`config.mk`:
```
export PLATFORM = sky130hd
export DESIGN_NAME = mac_accum_drain
export DESIGN_NICKNAME = d
export VERILOG_FILES = /design/src/rtl/mac_accum_drain_pkg.sv /design/src/rtl/mac_accum_drain_sat_narrow.sv /design/src/rtl/mac_accum_drain.sv
export SDC_FILE = /design/constraint.sdc
export NUM_CORES = 1
export LEC_CHECK = 0
export ABC_CLOCK_PERIOD_IN_PS = 16170
export CORE_ASPECT_RATIO = 1.25
export CORE_MARGIN = 3
export CORE_UTILIZATION = 37
export DETAILED_ROUTE_END_ITERATION = 16
export GPL_TIMING_DRIVEN = 0
export PLACE_DENSITY = 0.57
export SETUP_SLACK_MARGIN = 0.05
export SLEW_MARGIN = 20
export SYNTH_ARGS = -nofsm -noshare
export SYNTH_HDL_FRONTEND = slang
export SYNTH_SLANG_ARGS = --single-unit
```
`constraint.sdc`:
```
create_clock -name clk -period 16.17 [get_ports clk]
set_input_delay 1.617 -clock clk [delete_from_list [all_inputs] [get_ports clk]]
set_output_delay 1.617 -clock clk [all_outputs]
set_load 0.005 [all_outputs]
```
`src/rtl/mac_accum_drain_pkg.sv`:
```
// Shared types and width helpers for the saturating multiply-accumulate drain block.
package mac_accum_drain_pkg;

  typedef enum logic [1:0] {
    MAD_IDLE,
    MAD_ACCUM,
    MAD_HOLD
  } mad_state_e;

  function automatic int acc_width(input int len, input int guard);
    return 2 * len + guard;
  endfunction

  // Two's complement bounds for a w-bit signed value, returned in 64 bits for slicing.
  function automatic logic signed [63:0] sat_max(input int w);
    return (64'sd1 <<< (w - 1)) - 64'sd1;
  endfunction

  function automatic logic signed [63:0] sat_min(input int w);
    return -(64'sd1 <<< (w - 1));
  endfunction

endpackage

```
`src/rtl/mac_accum_drain_sat_narrow.sv`:
```
// Narrows a wide signed accumulator: arithmetic shift by FRAC (floor), then clip to LEN bits.
module mac_accum_drain_sat_narrow
  import mac_accum_drain_pkg::*;
#(
  parameter int LEN   = 8,
  parameter int ACC_W = 20,
  parameter int FRAC  = 0
) (
  input  logic [ACC_W-1:0] sum_i,
  output logic [LEN-1:0]   data_o,
  output logic             clipped_o
);

  localparam logic signed [63:0]      OUT_MAX64 = sat_max(LEN);
  localparam logic signed [63:0]      OUT_MIN64 = sat_min(LEN);
  localparam logic signed [ACC_W-1:0] OUT_MAX   = OUT_MAX64[ACC_W-1:0];
  localparam logic signed [ACC_W-1:0] OUT_MIN   = OUT_MIN64[ACC_W-1:0];

  logic signed [ACC_W-1:0] sum_s;
  logic signed [ACC_W-1:0] shifted;

  assign sum_s   = sum_i;
  assign shifted = sum_s >>> FRAC;

  always_comb begin
    data_o    = shifted[LEN-1:0];
    clipped_o = 1'b0;
    if (shifted > OUT_MAX) begin
      data_o    = OUT_MAX[LEN-1:0];
      clipped_o = 1'b1;
    end else if (shifted < OUT_MIN) begin
      data_o    = OUT_MIN[LEN-1:0];
      clipped_o = 1'b1;
    end
  end

endmodule

```
`src/rtl/mac_accum_drain.sv`:
```
// Streams signed operand pairs into a saturating wide dot product, then holds the
// narrowed LEN-bit result until the write-back side takes it.
module mac_accum_drain
  import mac_accum_drain_pkg::*;
#(
  parameter int LEN   = 8,
  parameter int GUARD = 4,
  parameter int FRAC  = 0
) (
  input  logic             clk,
  input  logic             reset,
  input  logic             in_valid,
  output logic             in_ready,
  input  logic [LEN-1:0]   in_a,
  input  logic [LEN-1:0]   in_b,
  input  logic             in_last,
  output logic             out_valid,
  input  logic             out_ready,
  output logic [LEN-1:0]   out_data,
  output logic             out_sat,
  output logic [GUARD:0]   out_terms
);

  localparam int ACC_W  = acc_width(LEN, GUARD);
  localparam int TERM_W = GUARD + 1;
  localparam logic signed [63:0]      ACC_MAX64 = sat_max(ACC_W);
  localparam logic signed [63:0]      ACC_MIN64 = sat_min(ACC_W);
  localparam logic signed [ACC_W-1:0] ACC_MAX   = ACC_MAX64[ACC_W-1:0];
  localparam logic signed [ACC_W-1:0] ACC_MIN   = ACC_MIN64[ACC_W-1:0];

  mad_state_e              state_q, state_d;
  logic signed [ACC_W-1:0] acc_q, acc_d;
  logic                    sat_acc_q, sat_acc_d;
  logic [LEN-1:0]          data_q, data_d;
  logic                    out_sat_q, out_sat_d;
  logic [TERM_W-1:0]       terms_q, terms_d;

  logic signed [LEN-1:0]   a_s, b_s;
  logic signed [2*LEN-1:0] prod;
  logic signed [ACC_W-1:0] prod_ext, acc_base, sum_raw, sum_sat;
  logic                    first_beat, ovf, sat_new;
  logic [TERM_W-1:0]       terms_new;
  logic [LEN-1:0]          narrow_data;
  logic                    narrow_clipped;

  assign a_s      = in_a;
  assign b_s      = in_b;
  assign prod     = a_s * b_s;
  assign prod_ext = prod;

  assign first_beat = (state_q == MAD_IDLE);
  assign acc_base   = first_beat ? '0 : acc_q;
  assign sum_raw    = acc_base + prod_ext;
  // Overflow only when both addends share a sign and the wrapped sum does not.
  assign ovf        = (acc_base[ACC_W-1] == prod_ext[ACC_W-1]) &&
                      (sum_raw[ACC_W-1] != acc_base[ACC_W-1]);
  assign sum_sat    = ovf ? (acc_base[ACC_W-1] ? ACC_MIN : ACC_MAX) : sum_raw;
  assign sat_new    = (first_beat ? 1'b0 : sat_acc_q) | ovf;
  assign terms_new  = first_beat ? TERM_W'(1) :
                      (&terms_q) ? terms_q : terms_q + TERM_W'(1);

  mac_accum_drain_sat_narrow #(
    .LEN   (LEN),
    .ACC_W (ACC_W),
    .FRAC  (FRAC)
  ) u_sat_narrow (
    .sum_i     (sum_sat),
    .data_o    (narrow_data),
    .clipped_o (narrow_clipped)
  );

  always_comb begin
    state_d   = state_q;
    acc_d     = acc_q;
    sat_acc_d = sat_acc_q;
    data_d    = data_q;
    out_sat_d = out_sat_q;
    terms_d   = terms_q;
    case (state_q)
      MAD_IDLE, MAD_ACCUM: begin
        if (in_valid) begin
          acc_d     = sum_sat;
          sat_acc_d = sat_new;
          terms_d   = terms_new;
          if (in_last) begin
            state_d   = MAD_HOLD;
            data_d    = narrow_data;
            out_sat_d = narrow_clipped | sat_new;
          end else begin
            state_d = MAD_ACCUM;
          end
        end
      end
      MAD_HOLD: begin
        if (out_ready) begin
          state_d = MAD_IDLE;
        end
      end
      default: state_d = MAD_IDLE;
    endcase
  end

  always_ff @(posedge clk) begin
    if (reset) begin
      state_q   <= MAD_IDLE;
      acc_q     <= '0;
      sat_acc_q <= 1'b0;
      data_q    <= '0;
      out_sat_q <= 1'b0;
      terms_q   <= '0;
    end else begin
      state_q   <= state_d;
      acc_q     <= acc_d;
      sat_acc_q <= sat_acc_d;
      data_q    <= data_d;
      out_sat_q <= out_sat_d;
      terms_q   <= terms_d;
    end
  end

  assign in_ready  = (state_q != MAD_HOLD);
  assign out_valid = (state_q == MAD_HOLD);
  assign out_data  = data_q;
  assign out_sat   = out_sat_q;
  assign out_terms = terms_q;

endmodule

```
# Yosys cells after proc, flatten, opt, wreduce, memory -nomap -nowiden
# Cells that the tools add are included.
# word_totals
regBits	37
inputBits	21
out_inout_bits	16
elab_cells	43
# classes
add_sub_neg	2
mul	1
n_lt_le_gt_ge	2
n_eq_ne	8
n_mux	14
bitwise	2
reduce_logical	8
# ops
cell	n
two-way mux 20 bit	3
adder 20 x 16 -> 20 bit	1
greater-than comparator 20 x 8 -> 1 bit (second input constant)	1
less-than comparator 20 x 8 -> 1 bit (second input constant)	1
multiplier 8 x 8 -> 16 bit	1
two-way mux 8 bit	2
two-way mux 5 bit	2
two-way mux 2 bit	3
inequality test 2 bit (second input constant)	3
AND reduction 3 bit	2
adder 5 x 1 -> 5 bit (second input constant)	1
AND reduction 5 bit	1
one-hot mux 2 bit (2 select lines)	1
AND reduction 2 bit	2
two-way mux 1 bit	3
== test 2 x 1 -> 1 bit (second input constant)	1
== test 2 bit (second input constant)	1
zero test 2 bit	1
inequality test 2 x 1 -> 1 bit (second input constant)	1
bitwise OR 1 bit	2
OR reduction 2 bit	1
== test 1 bit	1
logical AND 1 bit	1
inequality test 1 bit	1

# Depth between registers and ports, before layout
# logic_depth
depth_word	10
mapped_depth	34
mapped_depth_nobuf	34

# By module
# Synthesis repeated with hierarchy kept, for this count alone.
# unflattened
cells_unflattened	653
area_unflattened_um2	5291.3
# by_module_without_submodules
mod	n_inst	cells_per_inst	area_per_inst_um2	seq_area_each_um2
mac_accum_drain	1	636	5157.4	740.7
mac_accum_drain_sat_narrow	1	17	133.9	0.0

# Least setup slack after synthesis
# No wires, ideal clock.
# synth_timing
kind	in2reg
startpoint	in in_b[4]
endpoint	reg data_q[0], in the netlist out_data[0]
setup_ns	0.117
arrival_time_ns	8.493
t_required_ns	16.053
path_slack_ns	7.560
stages	31
path_buffers	0
path_cell_list	and2_1 -> fa_1 -> inv_1 -> fa_1 -> inv_1 -> fa_1 -> inv_1 -> fa_1 -> inv_1 -> ha_1 -> a21oi_1 -> o21ai_0 -> a21oi_1 -> o21bai_1 -> a21oi_1 -> xnor2_1 -> ha_1 -> and3_1 -> a311oi_2 -> o211ai_2 -> a31oi_1 -> o21ai_0 -> a31oi_1 -> fa_1 -> nor2_1 -> nand2_1 -> a2111oi_2 -> o21ai_1 -> o41ai_4 -> nand2_1 -> a22o_1
# synth_between
elab_chain_len	8
word_cells_on_any_way	10
cone_classes	add/sub: 1; mul: 1; order compare: 2; eq/ne: 2; mux: 3; reduce/logical: 1
# synth_rtl
item	line	rtl
from (decl)	mac_accum_drain.sv:15	input logic [LEN-1:0] in_b,
multiplier 8 x 8 -> 16 bit (*)	mac_accum_drain.sv:48	assign prod = a_s * b_s;
adder 20 x 16 -> 20 bit	mac_accum_drain.sv:53	assign sum_raw = acc_base + prod_ext;
inequality test 1 bit	mac_accum_drain.sv:56	(sum_raw[ACC_W-1] != acc_base[ACC_W-1]);
logical AND 1 bit	mac_accum_drain.sv:55	assign ovf = (acc_base[ACC_W-1] == prod_ext[ACC_W-1]) &&
two-way mux 20 bit (*)	mac_accum_drain.sv:57	assign sum_sat = ovf ? (acc_base[ACC_W-1] ? ACC_MIN : ACC_MAX) : sum_raw;
less-than comparator 20 x 8 -> 1 bit	mac_accum_drain_sat_narrow.sv:31	end else if (shifted < OUT_MIN) begin
two-way mux 8 bit	mac_accum_drain_sat_narrow.sv:31	
two-way mux 8 bit (*)	mac_accum_drain_sat_narrow.sv:28	if (shifted > OUT_MAX) begin
to (signal assigned)	mac_accum_drain.sv:115	data_q <= data_d;
to (decl)	mac_accum_drain.sv:34	logic [LEN-1:0] data_q, data_d;
# Every way passes the cells marked *; elsewhere a longest branch is shown, timed or not.
# A chain may end at the register's enable or synchronous reset.

# Worst setup path in the final report
# layout_timing
startpoint	in in_b[7]
endpoint	reg data_q[6], in the netlist out_data[6]
# Same word-level chain as after synthesis.

==> implementation parameters <==
Parameter                              Value

Global route
  Largest net degree at the start of global routing ... 12
  GRT Residual Overflow ... 0
  GRT Total Usage ... 16.58%
  Initial antenna violation count ... 0
  Vias in the first global route ... around 4800
  First-pass GRT wire length ... between 20000 and 25000 microns

Clocking
  CTS max path bufs ... 2
  CTS-repair resized insts ... 0
  Number of post-CTS setup repair buffers ... 0
  Worst-Skew Late Latency ... around 0.28 ns
  Level count of the clock H-tree ... 2
  TritonCTS Buffers ... 5
  Master cell of the clock root buffer ... clkbuf_16
  Hold-fix buffers, CTS ... 0
  Clock edge transition at the registers on the reported setup and hold paths ... 0.06 ns
  CTS tree ... done
  CTS sink count ... 37

Timing
  Least-Margin Pin Slew ... 0.7875 ns
  Relative max-transition margin ... 47.05%
  Top achievable clock speed ... 0.09902 GHz
  Final critical delay including setup and external delays ... 10.10 ns
  Number of max-slew violations in the final report ... 0
  RSZ-0062 raised after global routing ... false
  Final Cycle Share ... between 60% and 70%
  Final clock skew ... 0.004634 ns
  Count of final setup violators ... 0
  Setup TNS Final ... 0 ns
  Hold Violations, Final ... 0

Min path
  Number of cells traversed by the worst hold path ... 2
  Min-delay worst type ... reg2reg

Synthesis
  Cell with the most instances after synthesis ... inv_1
  Count of cell types in the netlist ... 63
  Post-Synth Adder-Cell Area ... 31.70%
  Proportion of register bits with asynchronous set or reset after synthesis ... 0%
  Share of the yosys chip area belonging to registers ... between 10 and 15%
  Compound-Gate Fraction of Synth Area ... 17.33%
  Post-synthesis instance total ... around 670
  Number of synthesized flops with an enable pin ... 0
  Ys Warns ... 0
  Most used standard cells in the synthesized netlist ... 101 x inv_1, 65 x and2_1, 57 x fa_1, 50 x nand2_1, 48 x ha_1
  Post-Syn Nets ... approximately 800
  Leading cell types by total area after synthesis ... fa_1 21%, dfxtp_1 13%, ha_1 11%, and2_1 7.4%, inv_1 6.9%
  Ys flop type ... dfxtp_1
  Area leader, netlist ... fa_1
  FF+latch count, synth ... 37
  Xor/xnor cell area share of the yosys netlist ... 5.352%
  Post-synthesis share of cell area spent on and, or, nand and nor gates ... 22.89%
  Dominant combinational cell family by area after synthesis ... adder cells
  Mean post-synth cell area ... 8.176 sq um
  Synth top area share ... ~21%
  Post-synth design cell area ... approximately 0.0055 sq mm
  Mux cell area share after synthesis ... 0.7515%

Detailed routing
  Vias ... 4695
  Post-route ant nets ... 0
  Total met3 wirelength after detailed routing ... 441 microns
  Wire length after detailed routing ... 12960 microns
  Highest metal layer used by the detailed router ... met4
  Routed length on met2 ... 6633 microns
  Post-detailed-route via-to-cell ratio ... between 5 and 6
  Iteration count of the initial detailed-routing pass ... 4
  Post-detailed-route DRC marker count ... 0
  Routed length per instance ... around 15 microns
  Post-Route M1 WL ... 5612 microns
  Drt initial violations ... 210

Placed design
  Port Buffer Count ... 36
  Sum of net half-perimeters after detailed placement ... 10880 microns
  Routability cong. ... 0.8630

Die
  Initial core utilization ... 37.97%
  Die extent in y ... 142.2 microns
  Number of standard-cell rows in the floorplan ... 49
  Die Area ... 0.01636 sq mm
  Core ar. ... 0.01447 sq mm
  Number of I/O pins ... 37
  Horizontal extent of the die ... 115.0 microns

Job
  Count of max-cap constraint violations ... 0

Final layout
  Fraction of final layout cells sized beyond drive strength 1 ... 4.888%
  Layout overhead on the synthesized area ... 13.14%
  Number of inserted diodes ... 0
  Final layout net count ... roughly 840
  Number of filler instances in the final layout ... 1538

Worst setup path
  Slowest stage delay, CP ... a little under 0.7 ns
  First element of the critical path ... in_b[7]
  Largest fanout on the critical path ... 10
  CP Data Required Time ... 16.39 ns
  Library cell appearing most often on the critical path ... fa_1
  Crit path to ... out_data[6]
  R2R cell count ... 20
  CP Launch Type ... input pin
  Worst r2r dst ... out_data[6]
  Class of the most critical setup path ... in2reg
  Worst reg2reg path startpoint ... state_q[0]
  Slowest cell on the critical path ... clkdlybuf4s50_1
  Reg-to-reg setup timing slack ... 10.43 ns
  Data arrival time of the critical path ... 10.32 ns
  Type of destination of the critical path ... register

Outcome
  Run status ... complete, no violations
[flip-flops by register name, summed over array words and instances, names as in the netlist]
register,flops
acc_q,20
out_sat,1
sat_acc_q,1
out_terms,5
state_q,2
out_data,8
[routing by layer]
layer | vias up | track usage, %
met5 | - | 0
met4 | 0 | 4.265
met3 | 25 | 1.701
met2 | 98 | 30.49
met1 | 2253 | 20.50
li1 | 2319 | -
[worst max-delay path: cells and delay by family]
family | cells | cell delay, ns
fa+ha+maj | 7 | 3.38
simple gates | 6 | 1.68
buf+inv | 5 | 0.93
xor+xnor | 1 | 0.10
compound gates | 13 | 2.58
[metrics by stage]
step	util [%]	instance area [sq um]	worst slack [ns]	cells	hold slack [ns]
6_report	42.96	6216	6.071	894	0.4625
5_1_grt	42.96	6216	5.303	894	0.4953
3_5_place_dp	42.00	6077	5.802	886	0.4567
4_1_cts	42.96	6216	6.074	894	0.4640
2_1_floorplan	-	5494	7.560	672	0.4273
3_3_place_gp	42.00	6077	5.962	886	0.4413
[placed cells by master, fill, tap and decap left out, drive strengths merged, types with 5 or more instances in the layout]
cell / synthesis / final
inv: 102 / 102
and2: 65 / 65
fa: 57 / 57
nand2: 51 / 51
ha: 48 / 48
nor2: 45 / 45
a21oi: 40 / 40
dfxtp: 37 / 37
clkdlybuf4s50: 0 / 36
o21ai: 26 / 26
xnor2: 22 / 22
clkbuf: 15 / 21
nand3: 19 / 19
nor3: 15 / 15
nand2b: 12 / 12
a211oi: 11 / 11
nor2b: 10 / 10
xor2: 9 / 9
a22o: 7 / 7
o211ai: 7 / 7
and3: 6 / 6
a31oi: 5 / 5
a311oi: 5 / 5
[cell families after synthesis]
family	Yosys count
simple gates	240
mux	4
flops	37
buf+inv	121
compound gates	134
fa+ha+maj	105
xor+xnor	31
[cell type report]
class                   instances  area (sq um)  share of cell area, %
clock buffers                   6         128.9                  2.073
repair buffers                 36         360.3                  5.797
well taps                     178         222.7                  3.583
clock inverters                 2         10.01                 0.1610
inverters                     102         382.9                  6.159
flip-flops and latches         37         740.7                  11.92
multi-input cells             514          4287                  68.96
plain buffers                  19         83.83                  1.349
[worst min path at each step]
| stage | startpoint | end |
|---|---|---|
| 4_1_cts | acc_q[11] | acc_q[11] |
| 5_1_grt | acc_q[11] | acc_q[11] |
| 6_report | acc_q[19] | acc_q[19] |
| 3_3_place_gp | acc_q[11] | acc_q[11] |
| 3_5_place_dp | acc_q[11] | acc_q[11] |
| 2_1_floorplan | acc_q[11] | acc_q[11] |
Power is not shown: default switching activity piles up to over one toggle a cycle in this logic, so the estimate is an artifact.
==> variant 1: new RTL, config.mk and constraints unchanged <==
Encoding of `mad_state_e`: now one-hot (3 bits for 3 states).
--- a/src/rtl/mac_accum_drain_pkg.sv
+++ b/src/rtl/mac_accum_drain_pkg.sv
@@ -2,8 +2,8 @@
 package mac_accum_drain_pkg;
 
-  typedef enum logic [1:0] {
-    MAD_IDLE,
-    MAD_ACCUM,
-    MAD_HOLD
+  typedef enum logic [2:0] {
+    MAD_IDLE  = 3'b001,
+    MAD_ACCUM = 3'b010,
+    MAD_HOLD  = 3'b100
   } mad_state_e;
 
Check against the original RTL: no difference found for any inputs over 4 cycles, from zero or initial values and one cycle with reset high; so few cycles prove little.
==> variant 1 against the original RTL <==
- critical path type unchanged
- routed wire length shrank 5.2%
- final area shrank 2.4%
- register-to-register slack got worse by 1.2 ns
- die area shrank 2.6%
- final cell count decreased by 1.9%
- worst setup slack got worse by 0.31 ns
- synthesized cell count decreased by 1.9%
- synthesized area decreased by 2.7%
- sequential cell count rose by 1
- count of clock-buffer cells in the layout unchanged
- largest cell class unchanged
- core utilization rose by 0.40 points
Power is left out: the tool's default activity adds up to more than one toggle a clock period on the data nets, which glitch-free logic cannot reach.
==> variant 1: results (changes against the original RTL) <==
| Metric | Value |
|---|---|
| Postcts setup bufs | `0 (unchanged)` |
| Layout cells sized above 1 | `3.99% (-0.90 points)` |
| R2R cell count | `27 (+35%)` |
| Worst skew pair latency | `0.28 ns (about the same)` |
| Largest register FFs | `20 (unchanged)` |
| Setup skew after layout | `0.00368 ns (-0.000953 ns)` |
| Syn Nets | `784 (-1.8%)` |
| WHS Path Cells | `2 (unchanged)` |
| Initial antenna violation count | `0 (unchanged)` |
| Worst path arrival time | `10.62 ns (+0.30 ns)` |
| Hold/Removal Path Class | `register to register` |
| CTS buffer count | `5 (unchanged)` |
| Worst R2R Setup Slack | `9.26 ns (-1.17 ns)` |
| Final setup vio count | `0 (unchanged)` |
| Drt drc | `0 (unchanged)` |
| Largest net degree at the start of global routing | `13 (+1)` |
| Async set-or-reset flop fraction in the synthesized netlist | `0% (unchanged)` |
| Sequential area share after synthesis | `14.2% (+0.75 points)` |
| Final net count | `826 (-1.8%)` |
| DP HPWL | `10.3 mm (-5.6%)` |
| Unique masters post-synth | `65 (+3.2%)` |
| First-pass GRT wire length | `21.9 mm (-3.5%)` |
| GPL Wtd Cong | `0.840 (-2.6%)` |
| # resized after CTS | `0 (unchanged)` |
| Via count | `4454 (-5.1%)` |
| Top FF cell, synth | `dfxtp_1` |
| Clock slew at reported path FFs | `0.06 ns (about the same)` |
| Synth warnings | `0 (unchanged)` |
| Vias in the first global route | `4740 (-1.4%)` |
| CTS Buffer Depth | `2 (unchanged)` |
| Final count of hold timing violations | `0 (unchanged)` |
| CP delay by family, top | `adder cells` |
| Synth area leaders | `fa_1 (21%), dfxtp_1 (14%), ha_1 (11%), and2_1 (7.6%), inv_1 (7.0%)` |
| Largest fanout on the critical path | `8 (-2)` |
| Largest Register | `acc_q` |
| H-tree levels | `2 (unchanged)` |
| Synth cell count leaders | `inv_1 (100), and2_1 (65), a21oi_1 (59)` |
| Wire per inst | `14.0 um (-3.4%)` |
| Root Buffer Master | `clkbuf_16` |
| Antenna diode count | `0 (unchanged)` |
| Detailed Routing Iterations Pass 1 | `6 (+2)` |
| Slowest CP cell | `clkdlybuf4s50_1` |
| Worst slew margin | `55.1% (+8.1 points)` |
| Max incr delay on CP | `0.57 ns (-0.11 ns)` |
| Initial DRC Count | `158 (-25%)` |
| Gr usage total | `16.3% (-0.28 points)` |
| Placed cell area | `5920 sq um (-2.7%)` |
| Buffers on Ports | `35 (-2.8%)` |
| Status | `complete, no violations` |
[variant 1: cell types whose count changed after synthesis, sizes merged, moves of 7 or more]
cell,unedited run,this run
o211ai,7,0
nand2b,12,5
a211oi,11,4
a22o,7,0
nand3,19,4
nor2,45,38
a21oi,40,62
[variant 1: layer usage]
metal / vias up / wire length, um / track usage, %
li1: 2261 / - / -
met1: 2102 / 5320 / 20.0
met2: 72 / 6460 / 30.2
met3: 19 / 306 / 1.43
met4: 0 / 206 / 4.18
met5: - / 0 / 0
[variant 1: final cells by class]
| class | instances | area [sq um] |
|---|---|---|
| Buffer | 18 | 71.3 |
| Clock buffer | 6 | 139 |
| Clock inverter | 2 | 12.5 |
| Fill cell | 1451 | 7930 |
| Inverter | 102 | 383 |
| Multi-Input combinational cell | 501 | 4130 |
| Sequential cell | 38 | 761 |
| Tap cell | 175 | 219 |
| Timing Repair Buffer | 35 | 350 |
[variant 1: through the flow]
step / setup WS [ns] / util (%) / cells / hold slack [ns]
floorplan: 7.02 / - / 659 / 0.427
global placement: 5.55 / 42.3 / 869 / 0.436
detailed placement: 5.47 / 42.3 / 869 / 0.441
CTS: 5.72 / 43.4 / 877 / 0.447
global route: 5.14 / 43.4 / 877 / 0.474
finish: 5.76 / 43.4 / 877 / 0.445
[variant 1: final timing paths]
check / from / to
worst max-delay path: in_a[3] / out_data[0]
worst min-delay path: acc_q[2] / acc_q[2]
worst max register to register: state_q[1] / out_data[0]
worst min register to register: acc_q[2] / acc_q[2]
[variant 1: logic make-up after synthesis]
logic type      count (synthesis)  synth area share [%]
fa+ha+maj                     104                  32.3
mux                             5                  1.01
flops                          38                  14.2
xor+xnor                       33                  5.55
compound gates                137                  16.7
buf+inv                       120                  8.50
simple gates                  222                  21.7
==> variant 2: new RTL, config.mk and constraints unchanged <==
Without the edit above. `LEN` is set to 8 in 2 places; all go to 16.
--- a/src/rtl/mac_accum_drain_sat_narrow.sv
+++ b/src/rtl/mac_accum_drain_sat_narrow.sv
@@ -3,5 +3,5 @@
   import mac_accum_drain_pkg::*;
 #(
-  parameter int LEN   = 8,
+  parameter int LEN   = 16,
   parameter int ACC_W = 20,
   parameter int FRAC  = 0
--- a/src/rtl/mac_accum_drain.sv
+++ b/src/rtl/mac_accum_drain.sv
@@ -4,5 +4,5 @@
   import mac_accum_drain_pkg::*;
 #(
-  parameter int LEN   = 8,
+  parameter int LEN   = 16,
   parameter int GUARD = 4,
   parameter int FRAC  = 0
Interface: changed (resized in_a, in_b and out_data); port bits go from 37 to 61. No check against the original RTL was run, so the function may have changed too.
==> variant 2 against the original RTL <==
- sequential cell count rose by 24
- worst setup slack got worse by 2.6 ns
- final area rose to 2.7 times the old value
- final cell count rose to 2.8 times the old value
- synthesized area grew to 2.8 times the old value
- routed wire length increased to 3.2 times the old value
Power is not shown: default switching activity piles up to over one toggle a cycle in this logic, so the estimate is an artifact.
==> variant 2: results (changes against the original RTL) <==
| Metric | Value |
|---|---|
| Synth area leaders | `fa_1 (35%), ha_1 (9.7%), inv_1 (8.3%), dfxtp_1 (8.0%), and2_1 (6.6%)` |
| Slew @ Worst Pin | `0.925 ns (+0.137 ns)` |
| Detailed Routing Iterations Pass 1 | `7 (+3)` |
| Initial DRC Count | `674 (+220%)` |
| Hold Crit Start | `acc_q[10]` |
| Worst skew pair latency | `0.33 ns (+0.05 ns)` |
| Unique masters post-synth | `87 (+38%)` |
| Vias in the first global route | `13343 (+180%)` |
| GPL Wtd Cong | `0.898 (+4.0%)` |
| Drt total wl | `41.4 mm (+220%)` |
| CTS buffer count | `9 (+4)` |
| DR top layer | `met4` |
| H-tree levels | `3 (+1)` |
| R2R cell count | `23 (+15%)` |
| Final net count | `2336 (+180%)` |
| Routed wl met2 | `20.5 mm (+210%)` |
| Met1 WL | `18.2 mm (+220%)` |
| Worst path arrival time | `12.96 ns (+2.64 ns)` |
| Status | `complete, no violations` |
| Synth cell count leaders | `inv_1 (337), fa_1 (264), nand2_1 (209)` |
| Hold endpoint | `acc_q[10]` |
| Largest Register | `acc_q` |
| Sequential area share after synthesis | `7.99% (-5.5 points)` |
| Buffers on Ports | `59 (+64%)` |
| Postcts setup bufs | `0 (unchanged)` |
| Max incr delay on CP | `0.75 ns (+0.07 ns)` |
| First-pass GRT wire length | `69.2 mm (+200%)` |
| Largest register FFs | `36 (+80%)` |
| Gr ovfl total | `0 (unchanged)` |
| RR Startpoint | `state_q[1]` |
| Via count | `12487 (+170%)` |
| Synth warnings | `0 (unchanged)` |
| DP HPWL | `35.7 mm (+230%)` |
| Layout cells sized above 1 | `3.39% (-1.5 points)` |
| Setup skew after layout | `0.00581 ns (+0.00118 ns)` |
| Gr usage total | `19.5% (+2.9 points)` |
| Worst R2R Setup Slack | `10.17 ns (-0.26 ns)` |
| Met3 WL | `1.44 mm (+230%)` |
-- variant 2: cell count changes after synthesis, sizes merged, moves of 36 or more --
cell,delta
a21oi,+57
and2,+98
clkbuf,+40
fa,+207
ha,+71
inv,+235
nand2,+159
nand3,+36
nor2,+64
-- variant 2: final cells by class --
cell class                      count  area [sq um]
Sequential cell                    61          1220
Clock inverter                      5          75.1
Buffer                             69           290
Fill cell                        4226         23500
Timing Repair Buffer               59           591
Clock buffer                       10           239
Inverter                          337          1260
Tap cell                          546           683
Multi-Input combinational cell   1379         12500
-- variant 2: kinds of logic (layout without fill, tap and decap cells) --
family | Yosys count | count (layout) | share of synthesized area [%]
AOI/OAI and AO/OA | 278 | 278 | 12.3
and+or+nand+nor | 658 | 658 | 21.8
adders and majority gates | 383 | 383 | 44.3
xor gates and xnor gates | 55 | 55 | 3.15
DFF | 61 | 61 | 7.99
buffers and inverters | 406 | 480 | 10.2
muxes | 5 | 5 | 0.327
-- variant 2: worst max-delay path by stage --
| stage | slack [ns] | from | to |
|---|---|---|---|
| after floorplan | 5.51 | in_b[7] | out_data[10] |
| after global placement | 3.18 | in_a[6] | out_data[12] |
| after detailed placement | 3.17 | in_a[8] | out_data[6] |
| after CTS | 3.45 | in_a[8] | out_data[7] |
| after global routing | 2.73 | in_b[7] | out_data[6] |
| final | 3.48 | in_a[8] | out_data[6] |
-- variant 2: critical path: cells and delay by family --
family | cells | cell delay, ns
adders and majority gates | 9 | 4.44
and+or+nand+nor | 10 | 1.24
AOI/OAI and AO/OA | 14 | 3.28
xor gates and xnor gates | 1 | 0.17
buffers and inverters | 6 | 1.63
muxes | 1 | 0.52
-- variant 2: stage by stage --
step / setup WS, ns / area (sq um) / hold slack (ns) / util (%) / instances
6_report: 3.48 / 16900 / 0.448 / 41.8 / 2466
5_1_grt: 2.73 / 16900 / 0.472 / 41.8 / 2466
3_3_place_gp: 3.18 / 16600 / 0.436 / 41.0 / 2451
2_1_floorplan: 5.51 / 15300 / 0.427 / - / 1846
4_1_cts: 3.45 / 16900 / 0.451 / 41.8 / 2466
3_5_place_dp: 3.17 / 16600 / 0.444 / 41.0 / 2451
-- variant 2: routing by layer --
layer / up-vias / global-route usage (%)
li1: 6036 / -
met5: - / 0
met3: 73 / 1.64
met2: 286 / 34.9
met1: 6092 / 24.9
met4: 0 / 6.54
